--- src/rtl/z80_daisy_intctl_if.sv ---
// CPU-side and daisy-chain signals of one mode-2 interrupting device.
// The master modport drives the CPU/bus side; the slave modport is the responder.
interface z80_daisy_intctl_if #(
    parameter int NUM_CH = 4
);
    logic [NUM_CH-1:0] I_REQ;
    logic [NUM_CH-1:0] I_CLR;
    logic              I_VEC_WR;
    logic [7:0]        I_VD;
    logic              I_IEI;
    logic              I_M1_n;
    logic              I_SPM1;
    logic              I_RETI;
    logic              O_INT_n;
    logic              O_IEO;
    logic [7:0]        O_D;
    logic              O_DOE;

    modport master (
        output I_REQ, I_CLR, I_VEC_WR, I_VD, I_IEI, I_M1_n, I_SPM1, I_RETI,
        input  O_INT_n, O_IEO, O_D, O_DOE
    );

    modport slave (
        input  I_REQ, I_CLR, I_VEC_WR, I_VD, I_IEI, I_M1_n, I_SPM1, I_RETI,
        output O_INT_n, O_IEO, O_D, O_DOE
    );
endinterface

--- src/rtl/z80_daisy_intctl.sv ---
// Z80 mode-2 daisy-chain interrupt responder: per-channel pending/in-service
// tracking, IEI/IEO chaining, vector answer on acknowledge and RETI clearing.
//
// state    | meaning
// ST_IDLE  | no acknowledge in progress, a new SPM1 may be answered
// ST_ACK   | vector being driven for the current SPM1, wait for SPM1 to drop
module z80_daisy_intctl #(
    parameter int          NUM_CH    = 4,
    parameter logic [7:0]  VEC_RESET = 8'h00
) (
    input  logic                 I_CLK,
    input  logic                 I_RESET_n,
    input  logic                 I_CLKEN,
    z80_daisy_intctl_if.slave    bus
);

    typedef enum logic {ST_IDLE, ST_ACK} state_t;

    state_t            state;
    state_t            state_nxt;
    logic              ack_act;

    logic [NUM_CH-1:0] pend;
    logic [NUM_CH-1:0] serv;
    logic [NUM_CH-1:0] req_r;
    logic [NUM_CH-1:0] pend_nxt;
    logic [NUM_CH-1:0] serv_nxt;
    logic [4:0]        vbase;
    logic [1:0]        ack_ch;
    logic [1:0]        hp;
    logic [1:0]        hs;
    logic              any_pend;
    logic              any_serv;
    logic              eligible;
    logic              ack_go;
    logic              reti_go;

    // Lowest index wins, so scan from the top and let lower channels overwrite.
    always_comb begin
        hp = '0;
        hs = '0;
        for (int i = NUM_CH - 1; i >= 0; i--) begin
            if (pend[i]) hp = 2'(i);
            if (serv[i]) hs = 2'(i);
        end
    end

    assign any_pend = |pend;
    assign any_serv = |serv;
    assign eligible = any_pend & (~any_serv | (hp < hs));
    assign ack_go   = bus.I_SPM1 & (state == ST_IDLE) & bus.I_IEI & eligible;
    assign reti_go  = bus.I_RETI & bus.I_IEI & any_serv;

    always_ff @(posedge I_CLK or negedge I_RESET_n) begin
        if (!I_RESET_n) begin
            state <= ST_IDLE;
        end else if (I_CLKEN) begin
            state <= state_nxt;
        end
    end

    always_comb begin
        state_nxt = state;
        case (state)
            ST_IDLE: if (ack_go)       state_nxt = ST_ACK;
            ST_ACK:  if (!bus.I_SPM1)  state_nxt = ST_IDLE;
            default:                   state_nxt = ST_IDLE;
        endcase
    end

    always_comb begin
        ack_act = (state == ST_ACK);
    end

    // RETI retires the pre-cycle highest in-service channel before the ack marks its own.
    always_comb begin
        pend_nxt = (pend | (bus.I_REQ & ~req_r)) & ~bus.I_CLR;
        serv_nxt = serv;
        if (reti_go) serv_nxt[hs] = 1'b0;
        if (ack_go) begin
            pend_nxt[hp] = 1'b0;
            serv_nxt[hp] = 1'b1;
        end
    end

    always_ff @(posedge I_CLK or negedge I_RESET_n) begin
        if (!I_RESET_n) begin
            pend   <= '0;
            serv   <= '0;
            req_r  <= '0;
            vbase  <= VEC_RESET[7:3];
            ack_ch <= '0;
        end else if (I_CLKEN) begin
            req_r <= bus.I_REQ;
            pend  <= pend_nxt;
            serv  <= serv_nxt;
            if (bus.I_VEC_WR) vbase  <= bus.I_VD[7:3];
            if (ack_go)       ack_ch <= hp;
        end
    end

    assign bus.O_INT_n = ~(bus.I_IEI & eligible);
    assign bus.O_IEO   = bus.I_IEI & ~any_serv & ~(any_pend & ~bus.I_M1_n);
    assign bus.O_DOE   = bus.I_SPM1 & ack_act;
    assign bus.O_D     = {vbase, ack_ch, 1'b0};

endmodule

--- src/flat_wrapper.sv ---
// flat-port wrapper written by rule: the top's interface ports become plain ports
module z80_daisy_intctl_flat 
#(
    parameter int          NUM_CH    = 4,
    parameter logic [7:0]  VEC_RESET = 8'h00
)
  (I_CLK, I_RESET_n, I_CLKEN, bus_I_REQ, bus_I_CLR, bus_I_VEC_WR, bus_I_VD, bus_I_IEI, bus_I_M1_n, bus_I_SPM1, bus_I_RETI, bus_O_INT_n, bus_O_IEO, bus_O_D, bus_O_DOE);
  z80_daisy_intctl_if #(.NUM_CH(NUM_CH)) bus_i ();
  input  logic I_CLK;
  input  logic I_RESET_n;
  input  logic I_CLKEN;
  input wire logic [$bits(bus_i.I_REQ)-1:0] bus_I_REQ;
  input wire logic [$bits(bus_i.I_CLR)-1:0] bus_I_CLR;
  input wire logic [$bits(bus_i.I_VEC_WR)-1:0] bus_I_VEC_WR;
  input wire logic [$bits(bus_i.I_VD)-1:0] bus_I_VD;
  input wire logic [$bits(bus_i.I_IEI)-1:0] bus_I_IEI;
  input wire logic [$bits(bus_i.I_M1_n)-1:0] bus_I_M1_n;
  input wire logic [$bits(bus_i.I_SPM1)-1:0] bus_I_SPM1;
  input wire logic [$bits(bus_i.I_RETI)-1:0] bus_I_RETI;
  output wire logic [$bits(bus_i.O_INT_n)-1:0] bus_O_INT_n;
  output wire logic [$bits(bus_i.O_IEO)-1:0] bus_O_IEO;
  output wire logic [$bits(bus_i.O_D)-1:0] bus_O_D;
  output wire logic [$bits(bus_i.O_DOE)-1:0] bus_O_DOE;
  assign bus_i.I_REQ = bus_I_REQ;
  assign bus_i.I_CLR = bus_I_CLR;
  assign bus_i.I_VEC_WR = bus_I_VEC_WR;
  assign bus_i.I_VD = bus_I_VD;
  assign bus_i.I_IEI = bus_I_IEI;
  assign bus_i.I_M1_n = bus_I_M1_n;
  assign bus_i.I_SPM1 = bus_I_SPM1;
  assign bus_i.I_RETI = bus_I_RETI;
  assign bus_O_INT_n = bus_i.O_INT_n;
  assign bus_O_IEO = bus_i.O_IEO;
  assign bus_O_D = bus_i.O_D;
  assign bus_O_DOE = bus_i.O_DOE;
  z80_daisy_intctl #(.NUM_CH(NUM_CH), .VEC_RESET(VEC_RESET)) u_core (.I_CLK(I_CLK), .I_RESET_n(I_RESET_n), .I_CLKEN(I_CLKEN), .bus(bus_i));
endmodule
--- config.mk ---
export PLATFORM = sky130hd
export DESIGN_NAME = z80_daisy_intctl_flat
export DESIGN_NICKNAME = d
export VERILOG_FILES = /design/src/rtl/z80_daisy_intctl_if.sv /design/src/rtl/z80_daisy_intctl.sv /design/src/flat_wrapper.sv
export SDC_FILE = /design/constraint.sdc
export NUM_CORES = 1
export LEC_CHECK = 0
export CAP_MARGIN = 30
export CORE_UTILIZATION = 55
export CTS_CLUSTER_SIZE = 14
export DETAILED_ROUTE_END_ITERATION = 6
export DONT_BUFFER_PORTS = 1
export PLACE_DENSITY = 0.76
export SLEW_MARGIN = 40
export SYNTH_ARGS = -nofsm -noshare
export SYNTH_HDL_FRONTEND = slang
export SYNTH_SLANG_ARGS = --single-unit
--- constraint.sdc ---
create_clock -name I_CLK -period 5.9 [get_ports I_CLK]
set_input_delay 1.77 -clock I_CLK [delete_from_list [all_inputs] [get_ports I_CLK]]
set_output_delay 1.77 -clock I_CLK [all_outputs]
set_load 0.005 [all_outputs]
==> flow_metrics.tcl <==
set metrics [dict create \
    startpoint_type "input pin" \
    tritoncts "done" \
    max_cap_viols 0 \
    sequential_fraction_of_the_synthesis_area_pct 47.3 \
    start_point_of_the_critical_path "bus_I_IEI" \
    cts_resized 0 \
    postCtsSetupRepairBufs 0 \
    pre_cts_ws_ps 1720 \
    wirelength_um 1970 \
    num_io_pins 35 \
    share_of_the_synthesized_area_in_the_top_cell_type_pct 47.3 \
    post-dp-hpwl_um 1480 \
    finalSetupTns_ps 0 \
    initial_utilization_pct 59.9 \
    ir_drop_v 0.000259 \
    synth_warnings 0 \
    clock_power_share_pct 18.9 \
    clockBufferDepth 2 \
    cp_max_fanout 7 \
    synth_commonest_cells "20 x sky130_fd_sc_hd__dfrtp_1, 11 x sky130_fd_sc_hd__nor2_1, 8 x sky130_fd_sc_hd__mux2_2" \
    timing_hold_violations_final 0 \
    route.detailed.vias_per_inst 6.17 \
    n_fill_cell 161 \
    holdCritPathClass "flip-flop to flip-flop" \
    synthesis.nets 129 \
    switching_share_pct 36.0 \
    share_comb_of_total_power_pct 33.7 \
    fin_ws_ps 1710 \
    power_report.internal_total_uw 275 \
    clock.fmax_mhz 239 \
    grt_setup_unrepaired "no" \
    grt_antenna_before_repair 0 \
    synth-edff-count 0 \
    ys_seq_elements 20 \
    power.net_switching_uw 155 \
    endpoint "bus_O_INT_n" \
    most_frequent_cell_after_synthesis "sky130_fd_sc_hd__dfrtp_1" \
    synth.top_cells.by_area "sky130_fd_sc_hd__dfrtp_1 47%, sky130_fd_sc_hd__mux2_2 8.5%, sky130_fd_sc_hd__nor2_1 3.9%" \
    outcome "finished clean" \
    slew_viol_final 0 \
    hold_slack_ps 522 \
    worstReg2RegStart "u_core.pend[2]" \
    route.detailed.wl_per_inst_um 15.3 \
    period_minus_slack_ps 4190 \
    required_ps 4130 \
    max_stage_delay_ps 370 \
    placed_cells 125 \
    clkSinkCount 20 \
    detail_route.drc_violations 0 \
    criticalPathCategory "input pin to output port" \
    track_usage_pct 21.5 \
    critPathArrivalTime_ps 2420 \
    avgSynthCellArea_sq_um 10.2 \
    syn_inst 104 \
    finClkSkew_ps 0.884 \
    relSlewSlack_pct 64.5 \
    drive_gt1_share_pct 16.3 \
    tightestPinTransition_ps 528 \
    dr_iter_0_viols 25 \
    rrSetupSlack_ps 3990 \
    netlist_area_sq_mm 0.00106 \
    synth_async_sr_flop_share_pct 100 \
    antenna_cells_inserted 0 \
    final.period_utilization_pct 71.0 \
    grt_pass1_wl_um 3150 \
    layout.core_utilization_pct 62.6 \
    fp.dieW_um 45.8 \
    grt_overflow_total 0 \
    setup_violations 0 \
    p_per_area_mw_per_mm2 388 \
    postSynth.topFlopCell "sky130_fd_sc_hd__dfrtp_1" \
    r2r_end "u_core.ack_ch[1]" \
    share_seq_of_total_power_pct 47.4 \
    cellLeakagePower_nw 0.473 \
    endpoint_kind "output port" \
    cts.root.buffer_cell "sky130_fd_sc_hd__clkbuf_4" \
    nets 130 \
    postRouteAntennaNets 0 \
    grt_pass1_vias 748 \
    cts_buffers 3 \
    area_growth_pct 4.50 \
    numPortBuffers 0 \
    critical-path-slowest-cell "sky130_fd_sc_hd__o21ai_2" \
    library_cell_occupying_the_most_area_in_the_post_synthesis_netlist "sky130_fd_sc_hd__dfrtp_1" \
    worst_path_cell_trace "o211ai_1 > o21ai_2 > nand2b_1" \
    die-height_um 45.8 \
    clkLatencyLatePin_ps 310 \
    yosys.cell_types.count 37 \
    cts_hold_buffers 0 \
    drt_first_pass_iters 4 \
    multiInputGateArea_sq_um 526 \
    fp.dieArea_sq_mm 0.00210 \
    layout.area.seq_sq_um 500 \
    worstRegToRegCells 7 \
    core_area_sq_mm 0.00176 \
    grt_max_degree 21 \
    path_clk_slew_ps 110 \
    layout.cells.non_filler 129 \
    floorplan.rows 15 \
    vias 796 \
    clock_tree.htree_level_count 1 \
    gp_routability_congestion 0.857 \
]
==> sequential cells by signal, indices dropped and copies added (netlist names) <==
register and count:
u_core.pend 4, u_core.ack_act 1, u_core.req_r 4, u_core.serv 4
u_core.ack_ch 2, u_core.vbase 5
==> layout make-up <==
class | count | share of cell area [%]
Tap cell | 25 | 2.83
Inverter | 3 | 1.02
Multi-Input combinational cell | 77 | 47.6
Sequential cell | 20 | 45.3
Clock buffer | 4 | 3.28
==> metal layers <==
metal,vias to the layer above,GRT usage [%],share of wire [%]
li1,381,-,-
met1,381,27.5,45
met2,29,34.4,46
met3,5,4.37,6.7
met4,0,10.6,2.0
met5,-,0,0
==> worst max-delay path: cells and delay by family <==
family           cells  cell delay (ps)
AND/OR/NAND/NOR      1              120
AO/OA/AOI/OAI        2              530
==> per-stage QoR <==
| step | power, mW | cell area (sq um) |
|---|---|---|
| finish | 0.429 | 1100 |
| global route | 0.457 | 1100 |
| CTS | 0.430 | 1100 |
| detailed placement | 0.351 | 1070 |
| global placement | 0.345 | 1070 |
| floorplan | 0.322 | 1060 |
==> cells by family (layout without fill, tap and decap cells) <==
logic type      Yosys count  in the layout  share of synthesized area (%)
other cells               1              1                          0.355
fa+ha+maj                 1              1                           1.18
compound gates           32             32                           20.9
buf+inv                   7              7                           2.96
simple gates             35             35                           18.7
mux                       8              8                           8.52
flops                    20             20                           47.3
==> worst min-delay path by stage <==
stage | startpoint | to | slack, ps | cells after the start
after CTS | u_core.req_r[1] | u_core.req_r[1] | 530 | 1
after global placement | u_core.req_r[3] | u_core.req_r[3] | 480 | 1
after floorplan | u_core.req_r[3] | u_core.req_r[3] | 470 | 1
final | u_core.req_r[0] | u_core.req_r[0] | 520 | 1
after global routing | u_core.req_r[1] | u_core.req_r[1] | 540 | 1
after detailed placement | u_core.req_r[1] | u_core.req_r[1] | 500 | 1
==> cell usage in the layout (no fill, tap or decap), types with 2 or more instances in the layout <==
cell / instances
sky130_fd_sc_hd__a21oi_1: 6
sky130_fd_sc_hd__a22o_1: 2
sky130_fd_sc_hd__a31oi_1: 3
sky130_fd_sc_hd__clkbuf_4: 3
sky130_fd_sc_hd__dfrtp_1: 20
sky130_fd_sc_hd__inv_1: 3
sky130_fd_sc_hd__mux2_2: 8
sky130_fd_sc_hd__nand2_1: 6
sky130_fd_sc_hd__nand2b_1: 2
sky130_fd_sc_hd__nand3_1: 2
sky130_fd_sc_hd__nand3b_1: 2
sky130_fd_sc_hd__nor2_1: 11
sky130_fd_sc_hd__nor2b_1: 3
sky130_fd_sc_hd__nor4_1: 2
sky130_fd_sc_hd__o21a_1: 2
sky130_fd_sc_hd__o21ai_0: 7
sky130_fd_sc_hd__o21ai_1: 2
sky130_fd_sc_hd__o21ai_2: 2
==> power groups by stage <==
stage	Combinational (mW)	Clock (mW)	Sequential [mW]
3_3_place_gp	0.141	0	0.204
6_report	0.145	0.0811	0.203
5_1_grt	0.162	0.0875	0.208
2_1_floorplan	0.125	0	0.196
3_5_place_dp	0.145	0	0.206
4_1_cts	0.145	0.0810	0.203
Note: power is estimated with default switching activity, not from simulation.
